$ cat src/rtl/byte_word_packer_pkg.sv
// Shared widths and keep-mask helper for the byte-to-word packer.
// Latency: n/a (declarations only).
// Backpressure: n/a.
package byte_word_packer_pkg;

    localparam int BYTE_W  = 8;
    localparam int WORD_W  = 32;
    localparam int LANES   = 4;
    localparam int ENTRY_W = WORD_W + LANES;

    // Contiguous low-lane mask for n valid bytes (n = 0..4).
    function automatic logic [LANES-1:0] keep_from_count(input logic [2:0] n);
        keep_from_count = LANES'((5'b1 << n) - 5'b1);
    endfunction

endpackage

$ cat src/rtl/byte_word_packer_word_queue.sv
// Single-clock circular FIFO holding packed words with their keep masks.
// Latency: a pushed entry is visible at the head the cycle after the push edge.
// Backpressure: push while full is ignored unless a pop frees the slot in the same cycle.
module word_queue #(
    parameter int DEPTH = 4,
    parameter int WIDTH = 36
) (
    input  logic             clk,
    input  logic             rst,
    input  logic             push,
    input  logic [WIDTH-1:0] push_dat,
    input  logic             pop,
    output logic             full,
    output logic             empty,
    output logic [WIDTH-1:0] head_dat
);

    localparam int PTR_W = (DEPTH > 1) ? $clog2(DEPTH) : 1;
    localparam int CNT_W = PTR_W + 1;

    logic [WIDTH-1:0] mem_q [DEPTH];
    logic [WIDTH-1:0] mem_d [DEPTH];
    logic [PTR_W-1:0] wr_ptr_q, wr_ptr_d;
    logic [PTR_W-1:0] rd_ptr_q, rd_ptr_d;
    logic [CNT_W-1:0] count_q, count_d;
    logic             do_push;
    logic             do_pop;

    assign empty    = (count_q == '0);
    assign full     = (count_q == CNT_W'(DEPTH));
    // Head comes straight from registers; reads zero when nothing is queued.
    assign head_dat = empty ? '0 : mem_q[rd_ptr_q];

    // Next-state for storage, pointers and occupancy; a pop frees a full slot for a same-cycle push.
    always_comb begin
        mem_d    = mem_q;
        wr_ptr_d = wr_ptr_q;
        rd_ptr_d = rd_ptr_q;
        count_d  = count_q;
        do_pop   = pop & ~empty;
        do_push  = push & (~full | do_pop);
        if (do_push) begin
            mem_d[wr_ptr_q] = push_dat;
            wr_ptr_d        = wr_ptr_q + 1'b1;
        end
        if (do_pop) begin
            rd_ptr_d = rd_ptr_q + 1'b1;
        end
        case ({do_push, do_pop})
            2'b10:   count_d = count_q + 1'b1;
            2'b01:   count_d = count_q - 1'b1;
            default: count_d = count_q;
        endcase
    end

    // Pointer and occupancy registers with synchronous reset.
    always_ff @(posedge clk) begin
        if (rst) begin
            wr_ptr_q <= '0;
            rd_ptr_q <= '0;
            count_q  <= '0;
        end else begin
            wr_ptr_q <= wr_ptr_d;
            rd_ptr_q <= rd_ptr_d;
            count_q  <= count_d;
        end
    end

    // Storage needs no reset: unoccupied entries are masked at the head.
    always_ff @(posedge clk) begin
        mem_q <= mem_d;
    end

endmodule

$ cat src/rtl/byte_word_packer.sv
// Packs a byte stream little-endian into 32-bit words with keep masks; flush emits partial words.
// Latency: word appears on out_valid one cycle after its last byte or flush is sampled.
// Backpressure: none on input; out_ready pops the queue, words pushed into a full queue are dropped and flagged.
module byte_word_packer
    import byte_word_packer_pkg::*;
#(
    parameter int DEPTH = 4
) (
    input  logic              clk,
    input  logic              rst,
    input  logic              in_valid,
    input  logic [BYTE_W-1:0] in_data,
    input  logic              flush,
    input  logic              out_ready,
    output logic              out_valid,
    output logic [WORD_W-1:0] out_data,
    output logic [LANES-1:0]  out_keep,
    output logic              overflow
);

    logic [1:0]          cnt_q, cnt_d;
    logic [WORD_W-1:0]   asm_q, asm_d;
    logic                overflow_q, overflow_d;
    logic [WORD_W-1:0]   merged;
    logic [2:0]          n_bytes;
    logic                push_vld;
    logic [ENTRY_W-1:0]  push_dat;
    logic                q_full;
    logic                q_empty;
    logic                pop_vld;
    logic [ENTRY_W-1:0]  head_dat;

    assign pop_vld   = ~q_empty & out_ready;
    assign out_valid = ~q_empty;
    assign out_keep  = head_dat[ENTRY_W-1 -: LANES];
    assign out_data  = head_dat[WORD_W-1:0];
    assign overflow  = overflow_q;

    // Merge the incoming byte into its lane first, then decide whether the word leaves.
    always_comb begin
        merged   = asm_q;
        n_bytes  = {1'b0, cnt_q};
        cnt_d    = cnt_q;
        asm_d    = asm_q;
        push_vld = 1'b0;
        push_dat = '0;
        if (in_valid) begin
            case (cnt_q)
                2'd0:    merged[7:0]   = in_data;
                2'd1:    merged[15:8]  = in_data;
                2'd2:    merged[23:16] = in_data;
                default: merged[31:24] = in_data;
            endcase
            n_bytes = {1'b0, cnt_q} + 3'd1;
        end
        if ((n_bytes == 3'd4) || (flush && (n_bytes != 3'd0))) begin
            push_vld = 1'b1;
            push_dat = {keep_from_count(n_bytes), merged};
            cnt_d    = 2'd0;
            asm_d    = '0;
        end else begin
            cnt_d = n_bytes[1:0];
            asm_d = merged;
        end
    end

    // Overflow latches on any push the queue cannot take; only reset clears it.
    always_comb begin
        overflow_d = overflow_q | (push_vld & q_full & ~pop_vld);
    end

    // Assembly state and sticky overflow flag.
    always_ff @(posedge clk) begin
        if (rst) begin
            cnt_q      <= 2'd0;
            asm_q      <= '0;
            overflow_q <= 1'b0;
        end else begin
            cnt_q      <= cnt_d;
            asm_q      <= asm_d;
            overflow_q <= overflow_d;
        end
    end

    word_queue #(
        .DEPTH (DEPTH),
        .WIDTH (ENTRY_W)
    ) u_word_queue (
        .clk      (clk),
        .rst      (rst),
        .push     (push_vld),
        .push_dat (push_dat),
        .pop      (pop_vld),
        .full     (q_full),
        .empty    (q_empty),
        .head_dat (head_dat)
    );

endmodule

$ cat config.mk
export PLATFORM = sky130hd
export DESIGN_NAME = byte_word_packer
export DESIGN_NICKNAME = d
export VERILOG_FILES = /design/src/rtl/byte_word_packer_pkg.sv /design/src/rtl/byte_word_packer_word_queue.sv /design/src/rtl/byte_word_packer.sv
export SDC_FILE = /design/constraint.sdc
export NUM_CORES = 1
export LEC_CHECK = 0
export BUFFER_PORTS_ARGS = -buffer_cell sky130_fd_sc_hd__buf_2
export CAP_MARGIN = 5
export CORE_AREA = 2 2 116 118
export DETAILED_ROUTE_END_ITERATION = 8
export DIE_AREA = 0 0 118 120
export HOLD_SLACK_MARGIN = 0.15
export PLACE_DENSITY = 0.78
export SLEW_MARGIN = 10
export SYNTH_ARGS = -nofsm -noshare
export SYNTH_HDL_FRONTEND = slang
export SYNTH_HIERARCHICAL = 1
export SYNTH_SLANG_ARGS = --single-unit
$ cat constraint.sdc
create_clock -name clk -period 3.51 [get_ports clk]
set_input_delay 0.1755 -clock clk [delete_from_list [all_inputs] [get_ports clk]]
set_output_delay 0.1755 -clock clk [all_outputs]
set_load 0.005 [all_outputs]
==> flow_metrics.py, run 1 <==
metrics = {
    "status": {
        "outcome": "complete, no violations",
    },
    "setup_path": {
        "path_buf_inv": 4,
        "critPathCaptureType": "flop",
        "critPathTopFamily": "adder cells",
        "critPathLaunchType": "flop",
        "cpMostUsedCell": "inv_1",
        "crit_arrival_ns": 3.52,
        "path_max_fanout": 13,
        "crit_chain": "inv_1 -> ha_1 -> nand4bb_1 -> o221ai_4 -> inv_1 -> a21boi_1 -> inv_1 -> ha_1 -> inv_1 -> fa_1 -> xor2_1 -> or3_1 -> a21oi_1",
        "worst_path_max_delay_cell": "dfxtp_1",
        "rr_worst_depth": 13,
        "r2r-start": "cnt_q[0]",
        "reg2reg_setup_slack_ns": 0.34,
        "critPathMaxStageDelay_ns": 0.60,
        "rr_endpoint": "u_word_queue/count_q[2]",
        "cp.required_ns": 3.87,
        "criticalPathCategory": "reg -> reg",
    },
    "detailed_routing": {
        "wl_per_cell_um": 19.4,
        "drt-total-wl_um": 14000,
        "drc": 0,
        "viasPerCell": 5.50,
        "num_vias": 3962,
        "drt_iter0_markers": 287,
        "postRouteAntennaNets": 0,
        "drt-pass1-iter-count": 4,
    },
    "clock_tree": {
        "ctsHoldBuffers": 5,
        "htree_levels": 4,
        "clockRootBuffer": "clkbuf_16",
        "cts-resized-gates": 0,
        "post_cts_buffers": 0,
        "clk_latency_ns": 0.43,
        "numCtsBuffers": 17,
        "clockBufferDepth": 2,
        "cts_tree": "built",
        "cts_sinks": 186,
        "cts.clk_slew.worst_paths_ns": 0.07,
    },
    "floorplan": {
        "row_count": 42,
        "dieHeight_um": 120,
        "start_util": 0.584,
        "io_pins": 51,
        "die-area_sq_mm": 0.0142,
        "core_region_area_sq_mm": 0.0130,
        "fp.dieW_um": 118,
    },
    "worst_hold_path": {
        "whs_path_depth": 3,
        "min_path_type": "in -> reg",
        "min_to": "asm_q[31]",
        "hold_start": "in_data[7]",
    },
    "timing": {
        "finalHoldViolCount": 0,
        "slew_headroom": 0.635,
        "fin_skew_ns": 0.00933,
        "slew_violations": 0,
        "clock.fmax_ghz": 0.316,
        "finalSetupViolCount": 0,
        "tightest_slew_ns": 0.547,
        "rsz0062_at_grt": "no",
        "post-route-period-util": 0.902,
        "tns_ns": 0,
        "fin_crit_ns": 3.17,
    },
    "placed_design": {
        "dp_hpwl_um": 8630,
        "finalWeightedCongestion": 0.824,
        "port_buffers": 50,
    },
    "logic_synthesis": {
        "yosys_warnings": 6,
        "syn_area_sq_mm": 0.00758,
        "seq_area_frac_synth": 0.682,
        "syn_area_per_cell_sq_um": 16.3,
        "syn-num-nets": 490,
        "yosysUniqueCellTypes": 35,
        "synthCells": 465,
        "synthArstFlopShare": 0,
        "synthTopCellsByArea": "edfxtp_1 57%, dfxtp_1 11%, mux4_2 11%",
        "synth_top_cell_by_area": "edfxtp_1",
        "synth-seq-cells": 186,
        "synth_top_area_share": 0.571,
        "ys.flop_type": "edfxtp_1",
        "synth-edff-count": 144,
    },
    "global_routing": {
        "grt_start_max_net_pins": 43,
        "grtUsageTotal": 0.211,
        "grt_pass1_wl_um": 22100,
        "first_global_vias": 4163,
        "grt.overflow.total": 0,
        "antenna_found_initial": 0,
    },
    "power": {
        "powerDensity_mw_per_mm2": 576,
        "power.total_uw": 4980,
        "leakage_uw": 0.00323,
        "ir_drop_uv": 393,
    },
    "layout": {
        "nets": 557,
        "finish.utilization": 0.667,
        "syn2layout_area_growth_pct": 14.2,
        "drive_gt1_frac": 0.306,
        "diodes": 0,
    },
    "flow_run": {
        "drv_cap": 0,
    },
}
## kinds of logic after synthesis
family                     after synthesis  synth area share
AOI/OAI and AO/OA                       19            0.0180
xor gates and xnor gates                 3           0.00347
adders and majority gates               12            0.0208
buffers and inverters                   37            0.0261
DFF                                    186             0.682
muxes                                   71             0.153
and+or+nand+nor                        137            0.0967
## Yosys cell counts (2+ instances only)
library cell / number
a21oi_1: 6
mux2i_1: 34
buf_2: 5
edfxtp_1: 144
buf_4: 2
inv_1: 15
dfxtp_1: 42
mux4_2: 36
nand2b_1: 3
o21ai_0: 5
or3_1: 3
nor3b_1: 2
buf_6: 6
nand2_1: 6
nor2_2: 30
nor2b_1: 39
nor2_1: 48
xor2_1: 2
ha_1: 11
clkbuf_1: 8
and2_1: 4
## where the power goes
part / switching, uW / internal, uW / leakage, uW / total [uW]
registers: 36.2 / 2470 / 0.00174 / 2510
clock network: 773 / 1050 / 0.000282 / 1820
logic: 368 / 287 / 0.00121 / 655
total: 1180 / 3810 / 0.00323 / 4980
## how the worst max path moves through the flow
stage,start,to,slack [ns],cells past startpoint
6_report,cnt_q[0],u_word_queue/count_q[2],0.34,13
3_5_place_dp,cnt_q[0],u_word_queue/count_q[2],0.38,13
2_1_floorplan,cnt_q[0],u_word_queue/mem_q[0],0.42,8
4_1_cts,cnt_q[0],u_word_queue/count_q[2],0.37,13
5_1_grt,cnt_q[0],u_word_queue/count_q[2],0.13,13
3_3_place_gp,cnt_q[0],u_word_queue/count_q[2],0.59,13
## flip-flops by register name, summed over array words and instances, names as in the netlist
signal and count:
asm_q 32, cnt_q 2, overflow 1, u_word_queue/count_q 3, u_word_queue/mem_q 144, u_word_queue/rd_ptr_q 2
u_word_queue/wr_ptr_q 2
## per-layer routing
metal  GRT usage  wire length [um]  part of all wire  up-vias
li1            -                 -                 -     1849
met1       0.283              6030              0.43     1978
met2       0.331              6970              0.50      121
met3      0.0532               749             0.054       14
met4      0.0911               211             0.015        0
met5           0                 0                 0        -
## per-stage QoR
| step | setup WS, ns | cells | hold WS (ns) | instance area [sq um] |
|---|---|---|---|---|
| after floorplan | 0.423 | 465 | 0.248 | 7580 |
| after global placement | 0.588 | 684 | 0.468 | 8030 |
| final | 0.343 | 721 | 0.163 | 8650 |
| after detailed placement | 0.377 | 684 | 0.492 | 8030 |
| after CTS | 0.369 | 721 | 0.153 | 8650 |
| after global routing | 0.129 | 721 | 0.178 | 8650 |
## area by class of cell
| class | instances | area (sq um) |
|---|---|---|
| sequential | 186 | 5170 |
| fill | 857 | 4330 |
| multi-input combinational | 242 | 2220 |
| clock buffer | 21 | 482 |
| timing repair buffer | 70 | 413 |
| tap | 176 | 220 |
| clock inverter | 11 | 92.6 |
| inverter | 15 | 56.3 |
## worst reg2reg max path: cells and delay by family, from the launching register on
family                   cells  cell delay (ns)
adder cells (fa/ha/maj)      3             0.94
AND/OR/NAND/NOR              2             0.61
flip-flops                   1             0.60
buffers and inverters        4             0.39
AO/OA/AOI/OAI                3             0.39
XOR/XNOR                     1             0.16
## cells in the final DEF (no fill, tap or decap), types with 6 or more instances in the layout
cell type  Yosys  layout
buf_2          5      50
nor2_1        48      48
buf_4          2      15
nor2_2        30      30
inv_1         15      15
edfxtp_1     144     144
ha_1          11      11
mux2i_1       34      34
mux4_2        36      36
a21oi_1        6       6
clkbuf_16      0      18
dfxtp_1       42      41
nor2b_1       39      39
nand2_1        6       6
Power figures use the tool's default switching activity.
==> inputs of run 2 (changes only) <==
--- a/config.mk
+++ b/config.mk
@@ -7,9 +7,11 @@
 export LEC_CHECK = 0
 export BUFFER_PORTS_ARGS = -buffer_cell sky130_fd_sc_hd__buf_2
 export CAP_MARGIN = 5
-export CORE_AREA = 2 2 116 118
+export CELL_PAD_IN_SITES_DETAIL_PLACEMENT = 1
+export CELL_PAD_IN_SITES_GLOBAL_PLACEMENT = 1
+export CORE_AREA = 2 2 125 127
 export DETAILED_ROUTE_END_ITERATION = 8
-export DIE_AREA = 0 0 118 120
+export DIE_AREA = 0 0 127 129
 export HOLD_SLACK_MARGIN = 0.15
 export PLACE_DENSITY = 0.78
 export SLEW_MARGIN = 10
==> run 2 against run 1 <==
- sequential power is essentially flat
- total power grew 3.2%
- sequential share of layout area shrank 0.70 points
- via count grew 1.0%
- clock skew is essentially flat
- die area grew 16%
- critical path type unchanged
- highest routed layer unchanged
==> flow_metrics.py, run 2 (same netlist as run 1, synthesis figures left out) <==
metrics = {
    "floorplan": {
        "fp.dieW_um": 127,
        "die-area_sq_mm": 0.0164,
        "dieHeight_um": 129,
        "row_count": 45,
        "io_pins": 51,
        "core_region_area_sq_mm": 0.0150,
        "start_util": 0.506,
    },
    "power": {
        "leakage_uw": 0.00325,
        "ir_drop_uv": 292,
        "power.total_uw": 5140,
        "powerDensity_mw_per_mm2": 587,
    },
    "global_routing": {
        "grt_pass1_wl_um": 24200,
        "antenna_found_initial": 0,
        "grt.overflow.total": 0,
        "first_global_vias": 4314,
        "grt_start_max_net_pins": 43,
        "grtUsageTotal": 0.202,
    },
    "timing": {
        "slew_violations": 0,
        "hold_slack_ns": 0.166,
        "finalHoldViolCount": 0,
        "fin_crit_ns": 3.28,
        "post-route-period-util": 0.936,
        "finalSetupViolCount": 0,
        "fin_skew_ns": 0.00919,
        "rsz0062_at_grt": "no",
        "clock.fmax_ghz": 0.304,
        "tightest_slew_ns": 0.610,
        "tns_ns": 0,
        "slew_headroom": 0.593,
    },
    "detailed_routing": {
        "num_vias": 4003,
        "drt-total-wl_um": 15200,
        "wl_met2_um": 7570,
        "drt-met1-wl_um": 6600,
        "highest_layer": "met4",
        "wl_per_cell_um": 20.7,
        "viasPerCell": 5.47,
        "drc": 0,
        "drt_iter0_markers": 210,
        "drt-pass1-iter-count": 4,
        "postRouteAntennaNets": 0,
        "wl_met3_um": 683,
    },
    "layout": {
        "reg_top3": "u_word_queue/mem_q x144, asm_q x32, u_word_queue/count_q x3",
        "drive_gt1_frac": 0.305,
        "final_common_cell": "edfxtp_1",
        "register_area_sq_mm": 0.00517,
        "final_cell_area_sq_mm": 0.00876,
        "multi_input_area_sq_mm": 0.00222,
        "fill_cells": 1382,
        "diodes": 0,
        "syn2layout_area_growth_pct": 15.6,
        "final_cell_mix": "144 x edfxtp_1, 50 x buf_2, 48 x nor2_1, 41 x dfxtp_1, 39 x nor2b_1",
        "nets": 556,
        "regMostFlops": "u_word_queue/mem_q",
        "largest_reg_flops": 144,
    },
    "clock_tree": {
        "clockRootBuffer": "clkbuf_16",
        "cts_tree": "built",
        "clk_latency_ns": 0.44,
        "post_cts_buffers": 0,
        "numCtsBuffers": 17,
        "cts.clk_slew.worst_paths_ns": 0.07,
        "htree_levels": 4,
        "cts_sinks": 186,
        "clockBufferDepth": 2,
    },
    "placed_design": {
        "dp_hpwl_um": 9460,
        "port_buffers": 50,
        "finalWeightedCongestion": 0.842,
        "placed_area_sq_mm": 0.00807,
    },
    "setup_path": {
        "criticalPathCategory": "reg -> reg",
        "cp.required_ns": 3.88,
        "critPathLaunchType": "flop",
        "critPathTopFamily": "adder cells",
        "crit_arrival_ns": 3.65,
        "crit_chain": "inv_1 -> ha_1 -> nand4bb_1 -> o221ai_4 -> inv_1 -> a21boi_1 -> inv_1 -> ha_1 -> inv_1 -> fa_1 -> xor2_1 -> or3_1 -> a21oi_1",
        "critPathCaptureType": "flop",
        "worst_path_max_delay_cell": "dfxtp_1",
        "cpMostUsedCell": "inv_1",
        "path_buf_inv": 4,
        "critPathMaxStageDelay_ns": 0.60,
        "reg2reg_setup_slack_ns": 0.23,
        "path_max_fanout": 13,
    },
    "status": {
        "outcome": "complete, no violations",
    },
    "worst_hold_path": {
        "min_path_type": "in -> reg",
    },
    "flow_run": {
        "drv_cap": 0,
    },
}
run 2: final cells by class:
class	count	share of cell area
flip-flops and latches	186	0.590
clock inverters	15	0.0216
well taps	188	0.0269
inverters	15	0.00643
clock buffers	17	0.0486
repair buffers	69	0.0526
multi-input cells	242	0.254
run 2: metal layers:
| layer | track usage | vias up |
|---|---|---|
| met1 | 0.263 | 2038 |
| met3 | 0.0511 | 21 |
| li1 | - | 1848 |
| met5 | 0 | - |
| met2 | 0.328 | 96 |
| met4 | 0.0821 | 0 |
run 2: path summary, 6_finish.rpt:
kind,start,to,depth (start not counted)
setup / recovery,cnt_q[0],u_word_queue/count_q[2],13
hold / removal,in_data[5],asm_q[5],3
setup reg to reg,cnt_q[0],u_word_queue/count_q[2],13
hold reg to reg,asm_q[19],asm_q[19],2
run 2: repair_timing:
action | 4_1_cts | 5_1_grt
hold buffers | 7 | 0
hold endpoints to repair | 22 | 0
resized for setup | 0 | 0
run 2: power breakdown:
part | leakage [uW] | switching, uW | internal (uW)
Sequential | 0.00174 | 48.8 | 2470
Combinational | 0.00121 | 367 | 292
Clock | 0.000295 | 832 | 1130
Total | 0.00325 | 1250 | 3890
run 2: through the flow:
| stage | instances | setup slack [ns] | util |
|---|---|---|---|
| floorplan | 465 | 0.423 | - |
| finish | 732 | 0.226 | 0.585 |
| detailed placement | 693 | 0.315 | 0.539 |
| global route | 732 | 0.0612 | 0.585 |
| global placement | 693 | 0.558 | 0.539 |
| CTS | 732 | 0.249 | 0.585 |
run 2: tightest hold or removal path, stage by stage:
cell	delay, ns
buf_2	0.16
mux2i_1	0.12
nor2_2	0.11
